**config.mk**
```make
export PLATFORM = sky130hd
export DESIGN_NAME = mem_ctrl_multiport
export DESIGN_NICKNAME = d
export VERILOG_FILES = /design/src/rtl/mem_ctrl_multiport.sv
export SDC_FILE = /design/constraint.sdc
export NUM_CORES = 1
export LEC_CHECK = 0
export ABC_AREA = 0
export BUFFER_PORTS_ARGS = -buffer_cell sky130_fd_sc_hd__buf_2
export CAP_MARGIN = 25
export CORE_MARGIN = 4
export CORE_UTILIZATION = 52
export DETAILED_ROUTE_END_ITERATION = 7
export GPL_ROUTABILITY_DRIVEN = 0
export PLACE_DENSITY = 0.81
export SLEW_MARGIN = 5
export SYNTH_ARGS = -nofsm -noshare
export SYNTH_HDL_FRONTEND = slang
export SYNTH_SLANG_ARGS = --single-unit
```
**constraint.sdc**
```tcl
create_clock -name clk_in -period 3.2 [get_ports clk_in]
set_clock_uncertainty 0.15 [all_clocks]
set_input_delay 0.64 -clock clk_in [delete_from_list [all_inputs] [get_ports clk_in]]
set_output_delay 0.64 -clock clk_in [all_outputs]
set_load 0.005 [all_outputs]
```
**src/rtl/mem_ctrl_multiport.sv**
```systemverilog
// mem_ctrl_multiport
// Byte-serial RAM controller that arbitrates NUM_CH requesters onto a single
// 8-bit RAM port. Each granted request moves 1/2/4/8 bytes little-endian.
// The byte count is clamped to DATA_W/8, and read data is zero-extended.
// Completion is a one-cycle rsp_valid pulse to the owning channel, two
// cycles after the last byte address was driven.
//
// Ports
//   clk_in     rising-edge clock
//   rst_n_in   asynchronous active-low reset
//   rdy_in     global enable; low freezes every register (RAM co-stalls)
//   req_valid  per-channel request strobe
//   req_we     per-channel write (1) / read (0)
//   req_addr   per-channel start byte address, ch i at [i*ADDR_W +: ADDR_W]
//   req_size   per-channel log2 byte count
//   req_wdata  per-channel write data, byte 0 in bits [7:0]
//   flush_in   per-channel cancel of a pending or in-flight read
//   req_ready  one-hot grant (combinational, IDLE only)
//   rsp_valid  one-cycle completion pulse to the owning channel
//   rsp_rdata  shared read result, valid with rsp_valid
//   busy_out   transaction in progress
//   ram_addr   RAM byte address
//   ram_wr     RAM write strobe
//   ram_dout   RAM write byte
//   ram_din    RAM read byte, one cycle after ram_addr
module mem_ctrl_multiport #(
    parameter int ADDR_W = 32,
    parameter int DATA_W = 32,
    parameter int NUM_CH = 2,
    parameter int ARB_RR = 0
) (
    input  logic                     clk_in,
    input  logic                     rst_n_in,
    input  logic                     rdy_in,
    input  logic [NUM_CH-1:0]        req_valid,
    input  logic [NUM_CH-1:0]        req_we,
    input  logic [NUM_CH*ADDR_W-1:0] req_addr,
    input  logic [NUM_CH*2-1:0]      req_size,
    input  logic [NUM_CH*DATA_W-1:0] req_wdata,
    input  logic [NUM_CH-1:0]        flush_in,
    output logic [NUM_CH-1:0]        req_ready,
    output logic [NUM_CH-1:0]        rsp_valid,
    output logic [DATA_W-1:0]        rsp_rdata,
    output logic                     busy_out,
    output logic [ADDR_W-1:0]        ram_addr,
    output logic                     ram_wr,
    output logic [7:0]               ram_dout,
    input  logic [7:0]               ram_din
);

    localparam int NB    = DATA_W / 8;
    localparam int CNT_W = (NB > 1) ? $clog2(NB) : 1;
    localparam int CH_W  = (NUM_CH > 1) ? $clog2(NUM_CH) : 1;

    typedef enum logic [1:0] {
        ST_IDLE = 2'd0,
        ST_XFER = 2'd1,
        ST_TAIL = 2'd2
    } state_t;

    state_t              state_r;
    state_t              state_s;

    logic [NUM_CH-1:0]   eligible_s;
    logic [NUM_CH-1:0]   grant_s;
    logic [CH_W-1:0]     grant_idx_s;
    logic                found_s;
    logic                hs_s;

    logic                sel_we_s;
    logic [ADDR_W-1:0]   sel_addr_s;
    logic [1:0]          sel_size_s;
    logic [DATA_W-1:0]   sel_wdata_s;
    logic [3:0]          sel_n_s;
    logic [CNT_W-1:0]    sel_last_s;

    logic [CH_W-1:0]     ch_r;
    logic                we_r;
    logic [CNT_W-1:0]    last_r;
    logic [CNT_W-1:0]    cnt_r;
    logic [DATA_W-1:0]   wdata_r;
    logic [DATA_W-1:0]   rdata_r;
    logic                flushed_r;
    logic [CH_W-1:0]     last_grant_r;

    logic [ADDR_W-1:0]   ram_addr_r;
    logic                ram_wr_r;
    logic [7:0]          ram_dout_r;
    logic [NUM_CH-1:0]   rsp_valid_r;
    logic                rsp_read_r;
    logic [DATA_W-1:0]   rsp_rdata_r;

    logic                cap_en_s;
    logic [CNT_W-1:0]    cap_idx_s;
    logic [DATA_W-1:0]   rdata_cap_s;
    logic                kill_s;
    logic [NUM_CH-1:0]   ch_onehot_s;

    // Arbiter: scan from the start index (0 for fixed priority, one past the
    // last grant for round-robin) and take the first eligible channel.
    always_comb begin
        int start_v;
        int idx_v;
        logic hit_v;
        eligible_s  = req_valid & ~flush_in;
        grant_idx_s = '0;
        found_s     = 1'b0;
        start_v     = (ARB_RR != 0) ? ((int'(last_grant_r) + 1) % NUM_CH) : 0;
        for (int off = 0; off < NUM_CH; off++) begin
            idx_v       = (start_v + off) % NUM_CH;
            hit_v       = eligible_s[CH_W'(idx_v)] && !found_s;
            grant_idx_s = hit_v ? CH_W'(idx_v) : grant_idx_s;
            found_s     = found_s | hit_v;
        end
        hs_s = (state_r == ST_IDLE) && rdy_in && found_s;
        for (int i = 0; i < NUM_CH; i++) begin
            grant_s[i] = hs_s && (grant_idx_s == CH_W'(i));
        end
    end

    assign req_ready = grant_s;

    // Request fields of the winning channel, byte count clamped to DATA_W/8.
    always_comb begin
        sel_we_s    = req_we[grant_idx_s];
        sel_addr_s  = req_addr[grant_idx_s * ADDR_W +: ADDR_W];
        sel_size_s  = req_size[grant_idx_s * 2 +: 2];
        sel_wdata_s = req_wdata[grant_idx_s * DATA_W +: DATA_W];
        case (sel_size_s)
            2'd0:    sel_n_s = 4'd1;
            2'd1:    sel_n_s = 4'd2;
            2'd2:    sel_n_s = 4'd4;
            2'd3:    sel_n_s = 4'd8;
            default: sel_n_s = 4'd1;
        endcase
        if (int'(sel_n_s) > NB) begin
            sel_n_s = 4'(NB);
        end else begin
            sel_n_s = sel_n_s;
        end
        sel_last_s = CNT_W'(sel_n_s - 4'd1);
    end

    // Read capture: byte k arrives one cycle after its address, so XFER step k
    // stores byte k-1 and TAIL stores the final byte.
    always_comb begin
        cap_en_s    = rdy_in && !we_r &&
                      (((state_r == ST_XFER) && (cnt_r != '0)) || (state_r == ST_TAIL));
        cap_idx_s   = (state_r == ST_TAIL) ? last_r : (cnt_r - CNT_W'(1));
        rdata_cap_s = rdata_r;
        if (cap_en_s) begin
            rdata_cap_s[{cap_idx_s, 3'b000} +: 8] = ram_din;
        end else begin
            rdata_cap_s = rdata_r;
        end
        kill_s = !we_r && (flushed_r || flush_in[ch_r]);
        for (int i = 0; i < NUM_CH; i++) begin
            ch_onehot_s[i] = (ch_r == CH_W'(i));
        end
    end

    // Next-state logic; a low rdy_in freezes the sequence in place.
    always_comb begin
        state_s = state_r;
        if (!rdy_in) begin
            state_s = state_r;
        end else begin
            case (state_r)
                ST_IDLE: state_s = hs_s ? ST_XFER : ST_IDLE;
                ST_XFER: state_s = (cnt_r == last_r) ? ST_TAIL : ST_XFER;
                ST_TAIL: state_s = ST_IDLE;
                default: state_s = ST_IDLE;
            endcase
        end
    end

    // State register.
    always_ff @(posedge clk_in or negedge rst_n_in) begin
        if (!rst_n_in) begin
            state_r <= ST_IDLE;
        end else begin
            state_r <= state_s;
        end
    end

    // Datapath: request latch, byte sequencing, completion and RR pointer.
    always_ff @(posedge clk_in or negedge rst_n_in) begin
        if (!rst_n_in) begin
            ch_r         <= '0;
            we_r         <= 1'b0;
            last_r       <= '0;
            cnt_r        <= '0;
            wdata_r      <= '0;
            rdata_r      <= '0;
            flushed_r    <= 1'b0;
            last_grant_r <= CH_W'(NUM_CH - 1);
            ram_addr_r   <= '0;
            ram_wr_r     <= 1'b0;
            ram_dout_r   <= 8'h00;
            rsp_valid_r  <= '0;
            rsp_read_r   <= 1'b0;
            rsp_rdata_r  <= '0;
        end else if (rdy_in) begin
            rsp_valid_r <= '0;
            rdata_r     <= rdata_cap_s;
            case (state_r)
                ST_IDLE: begin
                    if (hs_s) begin
                        ch_r         <= grant_idx_s;
                        we_r         <= sel_we_s;
                        last_r       <= sel_last_s;
                        cnt_r        <= '0;
                        ram_addr_r   <= sel_addr_s;
                        ram_wr_r     <= sel_we_s;
                        ram_dout_r   <= sel_we_s ? sel_wdata_s[7:0] : 8'h00;
                        wdata_r      <= sel_wdata_s >> 8;
                        rdata_r      <= '0;
                        flushed_r    <= 1'b0;
                        last_grant_r <= grant_idx_s;
                    end
                end
                ST_XFER: begin
                    flushed_r <= flushed_r | (!we_r && flush_in[ch_r]);
                    if (cnt_r == last_r) begin
                        ram_wr_r <= 1'b0;
                    end else begin
                        cnt_r      <= cnt_r + CNT_W'(1);
                        ram_addr_r <= ram_addr_r + ADDR_W'(1);
                        ram_dout_r <= we_r ? wdata_r[7:0] : 8'h00;
                        wdata_r    <= wdata_r >> 8;
                    end
                end
                ST_TAIL: begin
                    rsp_valid_r <= kill_s ? '0 : ch_onehot_s;
                    rsp_read_r  <= !we_r;
                    rsp_rdata_r <= we_r ? '0 : rdata_cap_s;
                    flushed_r   <= 1'b0;
                end
                default: begin
                    rsp_valid_r <= '0;
                end
            endcase
        end
    end

    // A flush arriving in the completion cycle still cancels a read pulse.
    assign rsp_valid = rsp_valid_r & ~(flush_in & {NUM_CH{rsp_read_r}});
    assign rsp_rdata = rsp_rdata_r;
    assign busy_out  = (state_r != ST_IDLE);
    assign ram_addr  = ram_addr_r;
    assign ram_wr    = ram_wr_r;
    assign ram_dout  = ram_dout_r;

endmodule

```
### After elaboration in Yosys (flattened, before gate mapping)

Index checks and enable logic that the tools add are counted.

| cells by class | value |
|---|---|
| eq/ne operators | 9 |
| bitwise logic cells | 6 |
| shifts and indexed selects | 2 |
| $lt $le $gt $ge | 1 |
| add/subtract/negate cells | 5 |
| multiplexer cells | 32 |
| reductions and logical operators | 21 |

Operators with widths:

| kind | number |
|---|---|
| $mux 32 | 8 |
| $pmux 32 s2 | 2 |
| $add 32x1->32 const B | 1 |
| $bwmux 32 | 1 |
| $mux 8 | 4 |
| $shift 8x7->32 const A | 1 |
| $shiftx 8x7->32 | 1 |
| $pmux 4 s4 | 1 |
| $pmux 8 s2 | 1 |
| $mux 2 | 5 |
| $pmux 2 s2 | 2 |
| $reduce_and 4->1 | 2 |
| $logic_and 1x1->1 | 7 |
| $neg 5->7 | 1 |
| $eq 2x2->1 const B | 3 |
| $mux 1 | 6 |
| $reduce_and 3->1 | 2 |
| $reduce_bool 2->1 | 3 |
| $and 2x2->2 | 2 |
| $eq 2x1->1 const B | 2 |
| $gt 4x3->1 const B | 1 |
| $logic_not 2->1 | 2 |
| $ne 2x2->1 const B | 2 |
| $sub 2x1->2 const B | 2 |
| other kinds (13) | 14 |

| storage, ports and cells | value |
|---|---|
| input bits | 149 |
| output and inout bits | 78 |
| flip-flop bits (word level) | 148 |
| logic and storage cells | 89 |

### Depth between registers and ports, before layout

| logic depth | value |
|---|---|
| depth after elaboration | 8 |
| gate-level depth with buffers | 12 |
| depth with buffers taken out | 10 |

### Worst setup path after synthesis

No wires, ideal clock.

| path | value |
|---|---|
| kind | register -> register |
| from | register cnt_r[0] |
| to | register (tool-made name) |
| library setup time | 0.066 ns |
| stages on the path, launching flop included | 13 |
| data arrival time | 2.486 ns |
| slack | 0.498 ns |
| data required time | 2.984 ns |
| buffers on the path | 2 |
| clock period less this slack | 2.702 ns |
| path through | dfrtp_1 buf_2 inv_1 ha_1 nand2_1 o21a_1 ha_1 clkbuf_1 inv_1 a2111oi_4 nand3_1 o2bb2ai_1 a221o_1 |

RTL lines:

| item | line | RTL |
|---|---|---|
| start: declaration | 80 | `logic [CNT_W-1:0] cnt_r;` |
| start signal: assignment | 227 | `cnt_r <= cnt_r + CNT_W'(1);` |

==> flow_summary.json <==
{
  "status": "completed",
  "synth_fa_ha_area_share_pct": 0.869,
  "p_leak_nw": 4.03,
  "vias": 6605,
  "reg2reg_depth": 7,
  "p_total_mw": 8.47,
  "cts_made_buffers": 17,
  "cp_max_fo": 11,
  "clkSlewWorstSetupHoldPaths_ps": 50,
  "ant_nets": 0,
  "relSlewSlack_pct": 41.6,
  "wl_per_cell_um": 18.0,
  "synthFlopType": "dfrtp_1",
  "io_pins": 227,
  "synth.avg_cell_area_sq_um": 9.43,
  "crit_chain": "nand2b_2 -> a21o_2 -> ha_1 -> or2_2 -> nor4_4 -> nor2_1 -> nor3_1",
  "period_share_pct": 94.4,
  "grt_overflow": 0,
  "gr-max-usage-layer": "met2",
  "clk_latency_ps": 410,
  "postCtsSetupRepairBufs": 0,
  "die_area_sq_um": 15800,
  "synth_edf_count": 0,
  "slew_viol_final": 0,
  "holdCritPathClass": "in -> async",
  "cap_violations": 0,
  "fmax_ghz": 0.331,
  "cts_resized": 0,
  "synth_compound_area_share_pct": 24.6,
  "final.setup.tns_ps": 0,
  "synthMuxAreaShare_pct": 1.39,
  "hold_violations": 0,
  "slowest_delay_ps": 530,
  "worst_pin_slew_ps": 869,
  "startpoint": "state_r[0]",
  "coreArea_sq_um": 13400,
  "die_w_um": 126,
  "crit_type": "reg -> reg",
  "cp.required_ps": 3360,
  "syn_area_sq_um": 7200,
  "whs_ps": 105,
  "power.density_nw_per_um2": 981,
  "hpwlAfterDp_um": 13500,
  "grt_pass1_vias": 6242,
  "routed_via_density": 6.06,
  "start_util_pct": 53.8,
  "drtPass1Iterations": 5,
  "synthArstFlopShare_pct": 100,
  "cts_hold_buf": 0,
  "antenna-diode-count": 0,
  "portBuffers": 155,
  "grt_pass1_wl_um": 31500,
  "dieHeight_um": 126,
  "vdd_ir_drop_max_mv": 0.545,
  "rrSetupSlack_ps": 180,
  "period_needed_ps": 3020,
  "yosysSeqAreaShare_pct": 48.3,
  "cts.sinks": 139,
  "drc": 0,
  "grt_util_met2_pct": 39.0,
  "cp-start-kind": "flop",
  "synth_top_family_by_area": "compound AO/OA/AOI/OAI gates",
  "cts_buffer_depth": 2,
  "endpoint_kind": "flop",
  "fillCellCount": 1100,
  "ys_seq_elements": 139,
  "rows": 42,
  "drive_gt1_share_pct": 25.5,
  "critPathArrivalTime_ps": 3180,
  "routed_wl_um": 19600,
  "met3_usage_pct": 5.59,
  "synthCells": 764,
  "cts_tree": "done",
  "gr-usage-all-layers_pct": 24.5,
  "grt_start_max_net_pins": 74,
  "drt_iter0_drc": 636,
  "seqCellArea_sq_um": 3480,
  "synth_cell_types": 82,
  "ys_warn_count": 0,
  "cpMaxStageDelayCell": "nor4_4",
  "grt_use_met1_pct": 33.5,
  "finalSetupViolCount": 0,
  "grt_setup_unrepaired": "false",
  "fin_nets": 1059,
  "ctsHtreeMaxLevel": 4,
  "area_delta_synth_final_pct": 20.0,
  "synth_simple_gate_area_share_pct": 20.1,
  "multiInputGateArea_sq_um": 3420,
  "cts_root_buffer": "clkbuf_16",
  "antenna_found_initial": 0,
  "synth-xor-area-share_pct": 0.243,
  "reg2reg_from": "state_r[0]"
}
worst max-delay path, delay by kind of cell, from the launching register on:
family / cells / cell delay (ps)
AND/OR/NAND/NOR: 5 / 1570
flip-flops: 1 / 470
AO/OA/AOI/OAI: 1 / 290
adder cells (fa/ha/maj): 1 / 440
layout make-up:
class	instances	share of cell area, %
clock buffers	25	5.62
clock inverters	3	0.463
inverters	15	0.652
multi-input cells	557	39.5
flip-flops and latches	139	40.2
well taps	176	2.55
repair buffers	175	10.9
Yosys cell counts, types with 3 or more instances:
library cell | count | area (sq um)
dfrtp_1 | 139 | 3480
o2bb2ai_1 | 5 | 43.8
mux2i_1 | 10 | 100
inv_1 | 12 | 45.0
a22o_1 | 29 | 254
or2_2 | 3 | 18.8
a21o_1 | 5 | 37.5
a221oi_1 | 8 | 70.1
nand3_1 | 16 | 80.1
nor3_1 | 13 | 65.1
a31oi_1 | 42 | 263
and3_1 | 14 | 87.6
buf_4 | 7 | 52.6
nor2b_1 | 4 | 25.0
a221o_1 | 12 | 120
nor2_1 | 69 | 259
nand4_1 | 8 | 50.1
clkbuf_1 | 24 | 90.1
nor4_1 | 4 | 25.0
ha_1 | 5 | 62.6
o21ai_1 | 9 | 45.0
a2bb2oi_1 | 6 | 52.6
and4_1 | 6 | 52.6
o22ai_1 | 12 | 75.1
and2_1 | 20 | 125
buf_2 | 21 | 105
o21ai_0 | 40 | 200
nand2_1 | 101 | 379
a21oi_1 | 54 | 270
worst paths after layout:
| path | endpoint |
|---|---|
| max reg2reg | flop |
| min in group clk_in | wdata_r[23] |
| max in group asynchronous | async pin |
| min reg2reg | rsp_rdata[5] |
| min | rsp_rdata[15] |
| max | flop |
placed cells by master (no fill, tap or decap), types with 6 or more instances in the layout:
master     count
o21ai_0       40
buf_2        154
nand2_1      101
nor2_1        69
buf_4         19
nand3_1       16
a2bb2oi_1      6
and4_1         6
mux2i_1       10
a21oi_1       54
and2_1        20
inv_1         12
o21ai_1        9
a221o_1       12
a22o_1        29
dfrtp_1      139
clkbuf_16     17
nand4_1        8
a221oi_1       8
a31oi_1       42
and3_1        14
o22ai_1       12
nor3_1        13
stage by stage:
step / setup WS (ps) / instance area [sq um] / instances / utilization, %
4_1_cts: 203 / 8640 / 1090 / 64.5
2_1_floorplan: 498 / 7210 / 765 / -
6_report: 180 / 8640 / 1090 / 64.5
3_3_place_gp: 355 / 8120 / 1062 / 60.6
3_5_place_dp: 294 / 8120 / 1062 / 60.6
5_1_grt: 18.9 / 8640 / 1090 / 64.5
per-layer routing:
layer	share of wire [%]	routed length, um	vias up
met5	0	0	-
met4	1.6	323	0
met3	6.3	1240	27
met2	48	9450	228
met1	44	8570	3265
li1	-	-	3085
cell families (layout without fill, tap and decap cells):
kind of cell	after synthesis	in the layout
other	1	2
adder cells (fa/ha/maj)	5	5
buffers and inverters	69	218
multiplexers	10	10
XOR/XNOR	2	2
flip-flops	139	139
AO/OA/AOI/OAI	254	254
AND/OR/NAND/NOR	284	284
report_power, final:
| part | switching, mW | internal (mW) |
|---|---|---|
| combinational | 2.26 | 1.48 |
| clock | 0.671 | 1.11 |
| sequential | 0.556 | 2.40 |
| total | 3.49 | 4.99 |
Power figures use the tool's default switching activity.
